$ cat src/rtl/fetch_ctrl.sv
// Instruction-fetch sequencer: owns the PC, reads the combinational ROM and queues
// {pc, inst} pairs toward decode, with redirect, back-pressure, halt and range-fault handling.
module fetch_ctrl #(
    parameter logic [31:0] RESET_PC   = 32'h0,
    parameter int          QDEPTH     = 2,
    parameter int          IMEM_WORDS = 32
) (
    input  logic        clk,
    input  logic        rst,
    output logic [31:0] imem_pc,
    input  logic [31:0] imem_inst,
    input  logic        redirect_valid,
    input  logic [31:0] redirect_pc,
    output logic        dec_valid,
    output logic [31:0] dec_inst,
    output logic [31:0] dec_pc,
    input  logic        dec_ready,
    output logic        halted,
    output logic        fault
);
    localparam int              PW         = $clog2(QDEPTH);
    localparam int              CW         = PW + 1;
    localparam logic [31:0]     PC_LIMIT   = 32'(IMEM_WORDS * 4);
    localparam logic [CW-1:0]   FULL_COUNT = CW'(QDEPTH);

    typedef enum logic [1:0] {
        S_FETCH = 2'd0,
        S_STALL = 2'd1,
        S_HALT  = 2'd2
    } state_t;

    state_t        r_state;
    state_t        w_state_next;

    logic [31:0]   r_pc;
    logic [31:0]   r_q_inst [QDEPTH];
    logic [31:0]   r_q_pc   [QDEPTH];
    logic [PW-1:0] r_wptr;
    logic [PW-1:0] r_rptr;
    logic [CW-1:0] r_count;
    logic          r_fault;

    logic          w_head_valid;
    logic          w_deq;
    logic          w_can_enq;
    logic          w_out_of_range;
    logic          w_fetching;
    logic          w_fault_set;
    logic          w_enq;
    logic          w_halt_op;
    logic [QDEPTH-1:0] w_wr_sel;

    assign w_head_valid   = (r_count != '0);
    assign w_deq          = w_head_valid && dec_ready;
    assign w_can_enq      = (r_count < FULL_COUNT) || w_deq;
    assign w_out_of_range = (r_pc >= PC_LIMIT);
    // Redirect wins over everything, so no fetch decision is made in that cycle.
    assign w_fetching     = !redirect_valid && (r_state != S_HALT);
    assign w_fault_set    = w_fetching && w_out_of_range;
    assign w_enq          = w_fetching && !w_out_of_range && w_can_enq;
    assign w_halt_op      = (imem_inst[6:0] == 7'h7F);

    for (genvar gi = 0; gi < QDEPTH; gi++) begin : g_wr_sel
        assign w_wr_sel[gi] = w_enq && (r_wptr == PW'(gi));
    end

    always_ff @(posedge clk) begin
        if (rst) begin
            r_state <= S_FETCH;
        end else begin
            r_state <= w_state_next;
        end
    end

    always_comb begin
        w_state_next = r_state;
        if (redirect_valid) begin
            w_state_next = S_FETCH;
        end else if (r_state != S_HALT) begin
            if (w_out_of_range) begin
                w_state_next = S_HALT;
            end else if (w_enq) begin
                w_state_next = w_halt_op ? S_HALT : S_FETCH;
            end else begin
                w_state_next = S_STALL;
            end
        end
    end

    always_comb begin
        imem_pc   = r_pc;
        dec_valid = w_head_valid;
        dec_inst  = r_q_inst[r_rptr];
        dec_pc    = r_q_pc[r_rptr];
        halted    = (r_state == S_HALT);
        fault     = r_fault;
    end

    always_ff @(posedge clk) begin
        if (rst) begin
            r_pc    <= RESET_PC;
            r_wptr  <= '0;
            r_rptr  <= '0;
            r_count <= '0;
            r_fault <= 1'b0;
        end else if (redirect_valid) begin
            r_pc    <= redirect_pc & ~32'h3;
            r_wptr  <= '0;
            r_rptr  <= '0;
            r_count <= '0;
            r_fault <= 1'b0;
        end else begin
            if (w_enq) begin
                r_pc   <= r_pc + 32'd4;
                r_wptr <= r_wptr + PW'(1);
            end
            if (w_deq) begin
                r_rptr <= r_rptr + PW'(1);
            end
            if (w_enq && !w_deq) begin
                r_count <= r_count + CW'(1);
            end else if (!w_enq && w_deq) begin
                r_count <= r_count - CW'(1);
            end
            if (w_fault_set) begin
                r_fault <= 1'b1;
            end
        end
    end

    always_ff @(posedge clk) begin
        for (int i = 0; i < QDEPTH; i++) begin
            if (rst) begin
                r_q_inst[i] <= '0;
                r_q_pc[i]   <= '0;
            end else if (w_wr_sel[i]) begin
                r_q_inst[i] <= imem_inst;
                r_q_pc[i]   <= r_pc;
            end
        end
    end

endmodule

$ cat config.mk
export PLATFORM = sky130hd
export DESIGN_NAME = fetch_ctrl
export DESIGN_NICKNAME = d
export VERILOG_FILES = /design/src/rtl/fetch_ctrl.sv
export SDC_FILE = /design/constraint.sdc
export NUM_CORES = 1
export LEC_CHECK = 0
export ABC_AREA = 1
export CORE_ASPECT_RATIO = 0.5
export CORE_MARGIN = 4
export CORE_UTILIZATION = 44
export CTS_BUF_LIST = sky130_fd_sc_hd__clkbuf_8 sky130_fd_sc_hd__clkbuf_16
export DETAILED_ROUTE_END_ITERATION = 8
export PLACE_DENSITY = 0.78
export SYNTH_ARGS = -nofsm -noshare
export SYNTH_HDL_FRONTEND = slang
export SYNTH_SLANG_ARGS = --single-unit
$ cat constraint.sdc
create_clock -name clk -period 6.87 [get_ports clk]
set_clock_uncertainty 0.05 [all_clocks]
set_input_delay 0.687 -clock clk [delete_from_list [all_inputs] [get_ports clk]]
set_output_delay 0.687 -clock clk [all_outputs]
set_load 0.01 [all_outputs]
==> results.sh, run 1 <==
export IMPL_htreeDepth=4
export IMPL_ioPinCount=167
export IMPL_rrSetupSlack_ns=3.63
export IMPL_path_max_fanout=37
export IMPL_area_growth_pct=38.2
export IMPL_numCtsBuffers=17
export IMPL_endpoint_kind="flip-flop"
export IMPL_slew_viol_final=0
export IMPL_worstHoldStart="r_count[0]$_SDFFE_PP0P_"
export IMPL_p_int_mw=1.79
export IMPL_first_global_vias=4709
export IMPL_yosys_top_cells_area="edfxtp_1 (56%), dfxtp_1 (11%), mux2_2 (10%)"
export IMPL_synth_cell_types=31
export IMPL_layout_nets=830
export IMPL_vias_per_cell=4.66
export IMPL_final_cell_mix="clkdlybuf4s50_1 (160), edfxtp_1 (124), nor2_1 (81)"
export IMPL_grt_busiest_layer="met2"
export IMPL_path_buf_inv=4
export IMPL_vdd_ir_drop_max_mv=0.146
export IMPL_grtUsageMet2_pct=29.8
export IMPL_drive_gt1_share_pct=15.4
export IMPL_antenna_found_initial=0
export IMPL_antenna_cells=0
export IMPL_yosysSeqAreaShare_pct=66.9
export IMPL_switching_share_pct=22.0
export IMPL_min_to="r_count[0]$_SDFFE_PP0P_"
export IMPL_core_area_mm2=0.0147
export IMPL_finalCritPeriodShare_pct=60.4
export IMPL_status="completed"
export IMPL_regToRegEndpoint="r_q_pc[0][28]$_SDFFCE_PN0P_"
export IMPL_final_common_cell="clkdlybuf4s50_1"
export IMPL_overflow=0
export IMPL_crit_slowest_cell="o21ai_4"
export IMPL_yosysTopAreaCellShare_pct=55.6
export IMPL_rsz0062_at_grt="no"
export IMPL_ant_nets=0
export IMPL_r2r_start="imem_pc[7]$_SDFFE_PP0P_"
export IMPL_multi_input_area_mm2=0.00207
export IMPL_cts_setup_buffers=0
export IMPL_clk_latency_ns=0.41
export IMPL_stdcell_area_mm2=0.00926
export IMPL_hpwl_mm=9.09
export IMPL_start_util_pct=45.6
export IMPL_ys_flop_type="edfxtp_1"
export IMPL_io_buffers=160
export IMPL_cp_top_family="buffers and inverters"
export IMPL_worst_pin_slew_ns=1.14
export IMPL_whs_path_depth=1
export IMPL_clockBufferDepth=2
export IMPL_power_density_mw_per_mm2=247
export IMPL_vias=4520
export IMPL_power_share_sequential_pct=48.9
export IMPL_die_area_mm2=0.0174
export IMPL_ys_ff_latch=162
export IMPL_cts_root_buf="clkbuf_16"
export IMPL_r2r_cells=8
export IMPL_synth_edf_count=124
export IMPL_worstPathArrival_ns=4.16
export IMPL_fillers=1132
export IMPL_maxCapViolCount=0
export IMPL_ys_async_sr_fraction_pct=0
export IMPL_met3_usage_pct=5.07
export IMPL_hold_buffers=0
export IMPL_wl_per_cell_um=14.6
export IMPL_clk_pin_slew_ns=0.07
export IMPL_syn_area_per_cell_um2=12.1
export IMPL_drt_first_pass_iters=4
export IMPL_grt_max_degree=63
export IMPL_power_leakage_nw=3.60
export IMPL_clkPwrFrac_pct=42.4
export IMPL_pwr_share_comb_pct=8.7
export IMPL_power_mw=2.29
export IMPL_min_delay_path_class="flip-flop to flip-flop"
export IMPL_rows=31
export IMPL_final_hold_viol_count=0
export IMPL_max_freq_ghz=0.241
export IMPL_grt_usage_pct=16.4
export IMPL_ys_warnings_count=0
export IMPL_cts_tree="done"
export IMPL_clock_sinks=162
export IMPL_crit_type="input port to flip-flop"
export IMPL_yosys_area_top_type="edfxtp_1"
export IMPL_grt_pass1_wl_mm=22.6
export IMPL_critical_path_max_stage_delay_ns=1.03
export IMPL_routed_wl_mm=14.2
export IMPL_setup_viol=0
export IMPL_slew_headroom_pct=23.8
export IMPL_path_cells="clkdlybuf4s50_1 -> buf_4 -> inv_2 -> nand2_1 -> a21oi_2 -> nand3_4 -> o21ai_4 -> buf_4"
export IMPL_grt_util_met1_pct=19.0
export IMPL_regArea_mm2=0.00449
export IMPL_critical_path_required_ns=6.88
export IMPL_cp_start_kind="input port"
export IMPL_drc=0
export IMPL_cts_resized_gates=0
export IMPL_totalNegativeSetupSlack_ns=0
export IMPL_drt_initial_drc_count=241
export IMPL_die_h_um=95.3
export IMPL_gp_congestion=0.767
export IMPL_die_w_um=183
export IMPL_syn_area_mm2=0.00670
export IMPL_synth_cells=552
export IMPL_switchingPower_uw=503
export IMPL_path_common_cell="buf_4"
export IMPL_period_needed_ns=4.15
export IMPL_placed_cell_area_mm2=0.00865
worst max path at each step:
stage,endpoint,cells past startpoint,from
finish,r_q_pc[0][28]$_SDFFCE_PN0P_,8,redirect_valid
global route,r_q_pc[1][28]$_SDFFCE_PN0P_,8,redirect_valid
CTS,r_q_inst[0][11]$_SDFFCE_PN0P_,8,redirect_valid
detailed placement,r_q_pc[0][28]$_SDFFCE_PN0P_,8,redirect_valid
global placement,r_q_pc[1][28]$_SDFFCE_PN0P_,8,redirect_valid
floorplan,r_q_inst[0][0]$_SDFFCE_PN0P_,7,redirect_valid
power groups by stage:
stage	combinational [mW]	sequential, mW	clock, mW
final	0.199	1.12	0.970
after detailed placement	0.200	1.14	0
after floorplan	0.0837	1.15	0
after CTS	0.201	1.12	0.986
after global placement	0.198	1.14	0
after global routing	0.217	1.12	1.03
cells in the mapped netlist (4+ instances only):
cell and count:
buf_4 4, buf_2 6, clkbuf_1 15, o21ai_0 11, a21oi_1 36, nor2_2 10, nand2_1 48, mux2_2 62
nor2_1 81, dfxtp_1 38, edfxtp_1 124, inv_1 54, nand3_1 35
worst reg2reg max path, stage by stage, from the launching register on:
cell and delay, ns:
dfxtp_1 0.34, inv_1 0.07, nand2_1 0.05, nor2_1 0.08
nand2_1 0.09, nor2_1 0.23, nand3_4 0.41, o21ai_4 1.04
buf_4 0.52
layer usage:
layer / wire length (um) / vias up / share of wire, %
met5: 0 / - / 0
met4: 157 / 0 / 1.1
met3: 804 / 12 / 5.7
met2: 7390 / 108 / 52
met1: 5820 / 2166 / 41
li1: - / 2234 / -
per-stage QoR:
step                std cells  utilization, %  setup slack (ns)  hold WS, ns
detailed placement        938            58.9              2.21        0.389
global placement          938            58.9              2.27        0.382
finish                    970            63.0              2.72        0.400
global route              970            63.0              2.34        0.450
floorplan                 605               -             0.336        0.372
CTS                       970            63.0              2.63        0.401
layout make-up:
type                    count  area share [%]
repair buffers            165            17.7
well taps                 198            2.67
inverters                  56            2.27
flip-flops and latches    162            48.4
clock inverters            15            1.96
multi-input cells         357            22.4
clock buffers              17            4.59
sequential cells by signal (all words and copies together), names as in the netlist, named ones only:
register	cells
r_q_inst	64
r_state	2
r_wptr	1
fault	1
r_q_pc	60
r_rptr	1
r_count	2
imem_pc	30
cells by family after synthesis:
group	Yosys count	synth area share, %
AO/OA/AOI/OAI	49	3.75
XOR/XNOR	4	0.523
adder cells (fa/ha/maj)	3	0.560
buffers and inverters	86	5.49
flip-flops	162	66.9
multiplexers	62	10.4
other	1	0.0559
AND/OR/NAND/NOR	185	12.3
No activity file was read; power rests on OpenSTA's default activity.
==> run 2, diff against run 1 <==
==> constraint.sdc (replaced) <==
create_clock -name clk -period 3.6 [get_ports clk]
set_clock_uncertainty 0.05 [all_clocks]
set_input_delay 0.36 -clock clk [delete_from_list [all_inputs] [get_ports clk]]
set_output_delay 0.36 -clock clk [all_outputs]
set_load 0.01 [all_outputs]
==> run 2 against run 1 <==
Effect of this change:
- sequential share of layout area is 0.32 points lower
- sequential power is 90% higher
- die area stayed put
- clock-buffer cell count is 5 higher
- clock power is 85% higher
- total power is 88% higher
- critical path depth is 5 lower
- design area is 0.68% higher
- utilization is 0.43 points higher
- non-clock buffer count is 4 higher
==> results.sh, run 2 (same netlist as run 1, synthesis figures left out) <==
export IMPL_numPlacedInstances=942
export IMPL_wl_met1_mm=5.71
export IMPL_fillers=1107
export IMPL_drive_gt1_share_pct=15.9
export IMPL_finalCritPeriodShare_pct=69.4
export IMPL_drt_first_pass_iters=4
export IMPL_cts_tree="done"
export IMPL_path_buf_inv=2
export IMPL_grt_pass1_wl_mm=22.5
export IMPL_final_hold_viol_count=0
export IMPL_crit_type="flip-flop to primary output"
export IMPL_grt_usage_pct=16.6
export IMPL_largest_register="r_q_inst"
export IMPL_setup_viol=0
export IMPL_period_needed_ns=2.50
export IMPL_crit_slowest_cell="clkdlybuf4s50_1"
export IMPL_power_mw=4.31
export IMPL_vdd_ir_drop_max_mv=0.351
export IMPL_antenna_cells=0
export IMPL_drt_initial_drc_count=255
export IMPL_start_util_pct=45.6
export IMPL_worstPathArrival_ns=2.09
export IMPL_hpwl_mm=9.20
export IMPL_numCtsBuffers=17
export IMPL_power_leakage_nw=3.65
export IMPL_vias=4543
export IMPL_maxCapViolCount=0
export IMPL_critical_path_max_stage_delay_ns=0.51
export IMPL_drc=0
export IMPL_rows=31
export IMPL_routed_wl_mm=14.2
export IMPL_worst_pin_slew_ns=0.595
export IMPL_rsz0062_at_grt="no"
export IMPL_cp_top_family="buffers and inverters"
export IMPL_slew_headroom_pct=60.2
export IMPL_slew_viol_final=0
export IMPL_route_met3_wl_um=755
export IMPL_ant_nets=0
export IMPL_core_area_mm2=0.0147
export IMPL_first_global_vias=4570
export IMPL_wl_met2_mm=7.42
export IMPL_clk_latency_ns=0.42
export IMPL_wl_per_cell_um=14.5
export IMPL_endpoint_kind="primary output"
export IMPL_totalNegativeSetupSlack_ns=0
export IMPL_preCtsSetupSlack_ns=0.926
export IMPL_cts_resized_gates=0
export IMPL_path_cells="buf_4 -> mux2_2 -> clkdlybuf4s50_1"
export IMPL_htreeDepth=4
export IMPL_fin_cells=974
export IMPL_largest_reg_flops=64
export IMPL_setup_slack_ns=1.10
export IMPL_overflow=0
export IMPL_final_cell_mix="clkdlybuf4s50_1 (160), edfxtp_1 (124), nor2_1 (81)"
export IMPL_ioPinCount=167
export IMPL_gp_congestion=0.754
export IMPL_cts_root_buf="clkbuf_16"
export IMPL_status="completed"
export IMPL_stdcell_area_mm2=0.00932
export IMPL_cts_setup_buffers=0
export IMPL_cp_start_kind="flip-flop"
export IMPL_die_w_um=183
export IMPL_layout_nets=834
export IMPL_power_density_mw_per_mm2=462
export IMPL_hold_buffers=0
export IMPL_antenna_found_initial=0
export IMPL_io_buffers=160
export IMPL_min_delay_path_class="flip-flop to flip-flop"
export IMPL_placed_cell_area_mm2=0.00872
export IMPL_final_common_cell="clkdlybuf4s50_1"
export IMPL_clk_pin_slew_ns=0.06
export IMPL_critical_path_required_ns=3.19
export IMPL_area_growth_pct=39.1
export IMPL_vias_per_cell=4.66
export IMPL_die_h_um=95.3
export IMPL_max_freq_ghz=0.401
export IMPL_die_area_mm2=0.0174
export IMPL_path_max_fanout=16
export IMPL_clock_sinks=162
export IMPL_highest_layer="met4"
export IMPL_clockBufferDepth=2
export IMPL_grt_max_degree=55
## run 2: cell count changes in the layout (fill, tap and decap cells not counted), sizes merged
cell      previous run  this run
clkinv               4         2
bufinv               3         0
inv                 61        64
buf                  5         9
clkinvlp             3         0
clkbuf              17        22
## run 2: cell type report
type,count,area (um^2),share of cell area [%]
Sequential cell,162,4490,48.1
Multi-Input combinational cell,357,2070,22.2
Timing Repair Buffer,169,1710,18.3
Clock buffer,22,539,5.78
Tap cell,198,248,2.66
Inverter,56,210,2.25
Clock inverter,10,62.6,0.671
## run 2: worst register-to-register path, delay by kind of cell (launching register included)
kind	cells	cell delay [ns]
flops	1	0.35
compound gates	1	0.25
simple gates	5	1.00
buf+inv	3	0.52
## run 2: power breakdown
part           internal (mW)  switching, mW
Combinational          0.208          0.177
Sequential              2.10         0.0327
Clock                   1.07          0.723
Total                   3.38          0.932
## run 2: per-layer routing
metal | up-vias | global-route usage (%)
met3 | 22 | 5.03
met5 | - | 0
met1 | 2170 | 18.9
met2 | 108 | 29.3
li1 | 2243 | -
met4 | 0 | 7.24
## run 2: path summary, 6_finish.rpt
path | from | end | slack (ns) | cells past startpoint
setup / recovery | flip-flop | dec_inst[6] | 1.10 | 3
hold / removal | r_count[0]$_SDFFE_PP0P_ | r_count[0]$_SDFFE_PP0P_ | 0.40 | 1
setup reg to reg | r_count[1]$_SDFFE_PP0P_ | r_q_pc[0][2]$_SDFFCE_PN0P_ | 1.25 | 9
hold reg to reg | r_count[0]$_SDFFE_PP0P_ | r_count[0]$_SDFFE_PP0P_ | 0.40 | 1
## run 2: per-stage QoR
step                      hold WS (ns)  util, %
after global routing             0.429     63.4
after global placement           0.384     59.3
after CTS                        0.406     63.4
after detailed placement         0.397     59.3
after floorplan                  0.372        -
final                            0.402     63.4
==> run 3, diff against run 2 <==
--- a/config.mk
+++ b/config.mk
@@ -8,10 +8,10 @@
 export ABC_AREA = 1
 export CORE_ASPECT_RATIO = 0.5
 export CORE_MARGIN = 4
-export CORE_UTILIZATION = 44
+export CORE_UTILIZATION = 49
 export CTS_BUF_LIST = sky130_fd_sc_hd__clkbuf_8 sky130_fd_sc_hd__clkbuf_16
 export DETAILED_ROUTE_END_ITERATION = 8
-export PLACE_DENSITY = 0.78
+export PLACE_DENSITY = 0.82
 export SYNTH_ARGS = -nofsm -noshare
 export SYNTH_HDL_FRONTEND = slang
 export SYNTH_SLANG_ARGS = --single-unit
==> constraint.sdc (replaced) <==
create_clock -name clk -period 2.3 [get_ports clk]
set_clock_uncertainty 0.05 [all_clocks]
set_input_delay 0.23 -clock clk [delete_from_list [all_inputs] [get_ports clk]]
set_output_delay 0.23 -clock clk [all_outputs]
set_load 0.01 [all_outputs]
==> run 3 against run 2 <==
Effect of this change:
- sequential cell count did not move
- register-to-register slack got worse by 0.91 ns
- critical path type unchanged
- clock power rose by 58%
- worst setup slack got worse by 0.99 ns
- critical path depth did not move
==> results.sh, run 3 (same netlist as run 1, synthesis figures left out) <==
export IMPL_status="completed"
export IMPL_cts_tree="done"
export IMPL_pwr_share_comb_pct=9.1
export IMPL_crit_slowest_cell="clkdlybuf4s50_1"
export IMPL_vias=4579
export IMPL_whs_path_depth=3
export IMPL_clk_pin_slew_ns=0.06
export IMPL_power_share_sequential_pct=49.2
export IMPL_drive_gt1_share_pct=17.9
export IMPL_numPlacedInstances=922
export IMPL_placed_cell_area_mm2=0.00881
export IMPL_r2r_start="imem_pc[11]$_SDFFE_PP0P_"
export IMPL_vdd_ir_drop_max_mv=0.483
export IMPL_worstHoldStart="redirect_pc[22]"
export IMPL_area_growth_pct=40.8
export IMPL_final_common_cell="clkdlybuf4s50_1"
export IMPL_r2r_cells=8
export IMPL_die_w_um=173
export IMPL_grt_pass1_wl_mm=22.9
export IMPL_switching_share_pct=22.5
export IMPL_largest_reg_flops=64
export IMPL_p_int_mw=5.26
export IMPL_switchingPower_mw=1.53
export IMPL_final_cell_mix="clkdlybuf4s50_1 (160), edfxtp_1 (124), nor2_1 (80)"
export IMPL_crit_type="flip-flop to primary output"
export IMPL_power_leakage_nw=3.71
export IMPL_regToRegEndpoint="r_q_inst[1][4]$_SDFFCE_PN0P_"
export IMPL_utilization_pct=72.5
export IMPL_overflow=0
export IMPL_min_to="imem_pc[22]$_SDFFE_PP0P_"
export IMPL_rows=29
export IMPL_critical_path_max_stage_delay_ns=0.50
export IMPL_routed_wl_mm=14.3
export IMPL_endpoint_kind="primary output"
export IMPL_gp_congestion=0.735
export IMPL_cp_start_kind="flip-flop"
export IMPL_grt_usage_pct=18.4
export IMPL_preCtsSetupSlack_ns=0.117
export IMPL_fin_cells=958
export IMPL_antenna_found_initial=0
export IMPL_hpwl_mm=9.43
export IMPL_vias_per_cell=4.78
export IMPL_min_delay_path_class="input port to flip-flop"
export IMPL_path_max_fanout=23
export IMPL_power_mw=6.78
export IMPL_power_density_mw_per_mm2=719
export IMPL_critical_path_required_ns=2.02
export IMPL_ant_nets=0
export IMPL_die_area_mm2=0.0157
export IMPL_largest_register="r_q_inst"
export IMPL_drc=0
export IMPL_path_cells="buf_12 -> mux2_2 -> clkdlybuf4s50_1"
export IMPL_slew_viol_final=0
export IMPL_drt_initial_drc_count=207
export IMPL_clkPwrFrac_pct=41.7
export IMPL_setup_viol=0
export IMPL_first_global_vias=4655
export IMPL_maxCapViolCount=0
export IMPL_core_area_mm2=0.0130
export IMPL_rsz0062_at_grt="no"
export IMPL_path_buf_inv=2
export IMPL_period_needed_ns=2.19
export IMPL_max_freq_ghz=0.458
export IMPL_start_util_pct=51.5
export IMPL_hold_buffers=0
export IMPL_io_buffers=160
export IMPL_ioPinCount=167
export IMPL_htreeDepth=4
export IMPL_antenna_cells=0
export IMPL_finalCritPeriodShare_pct=95.0
export IMPL_numCtsBuffers=17
export IMPL_clockBufferDepth=2
export IMPL_clock_sinks=162
export IMPL_cts_root_buf="clkbuf_16"
export IMPL_final_hold_viol_count=0
export IMPL_drt_first_pass_iters=4
export IMPL_grt_max_degree=38
export IMPL_whs_ns=0.325
export IMPL_cp_top_family="buffers and inverters"
export IMPL_setup_slack_ns=0.114
export IMPL_stdcell_area_mm2=0.00944
export IMPL_clk_latency_ns=0.41
export IMPL_totalNegativeSetupSlack_ns=0
export IMPL_die_h_um=90.7
export IMPL_worstPathArrival_ns=1.91
export IMPL_layout_nets=846
export IMPL_rrSetupSlack_ns=0.34
export IMPL_wl_per_cell_um=14.9
==> run 3: power by group through the flow <==
stage	Clock [mW]	Sequential (mW)	Combinational (mW)
after floorplan	0	3.41	0.256
after global placement	0	3.39	0.612
after detailed placement	0	3.40	0.619
after CTS	2.89	3.34	0.623
after global routing	3.05	3.35	0.671
final	2.83	3.34	0.618
==> run 3: area by class of cell <==
cell class	instances	area [um^2]
Clock inverter	15	169
Inverter	56	210
Timing Repair Buffer	181	1840
Fill cell	903	3590
Clock buffer	17	425
Tap cell	170	213
Sequential cell	162	4490
Multi-Input combinational cell	357	2090
==> run 3: tightest hold or removal path: stages <==
cell and delay, ns:
clkdlybuf4s50_1 0.39, nand2_1 0.06, a21oi_1 0.06
==> run 3: per-layer routing <==
layer,part of all wire (%),GRT usage (%),up-vias
met5,0,0,-
met4,1.1,4.91,0
met3,5.5,6.44,14
met2,52,32.7,104
met1,42,21.3,2193
li1,-,-,2268
==> run 3: worst max path at each step <==
| stage | startpoint | to | slack [ns] | depth (start not counted) |
|---|---|---|---|---|
| after floorplan | r_count[1]$_SDFFE_PP0P_ | r_q_inst[0][0]$_SDFFCE_PN0P_ | -0.25 | 7 |
| after global placement | redirect_valid | r_count[1]$_SDFFE_PP0P_ | 0.20 | 11 |
| after detailed placement | redirect_valid | r_q_inst[1][0]$_SDFFCE_PN0P_ | 0.12 | 9 |
| after CTS | flip-flop | dec_inst[15] | 0.02 | 3 |
| after global routing | flip-flop | dec_inst[15] | 0.05 | 3 |
| final | flip-flop | dec_inst[13] | 0.11 | 3 |
==> run 3: repair_timing <==
| item | 4_1_cts | 5_1_grt |
|---|---|---|
| setup buffers | 0 | 4 |
| pin swaps | 0 | 0 |
| setup endpoints to repair | 53 | 8 |
| gates resized for setup | 2 | 0 |
| gates cloned | 0 | 0 |
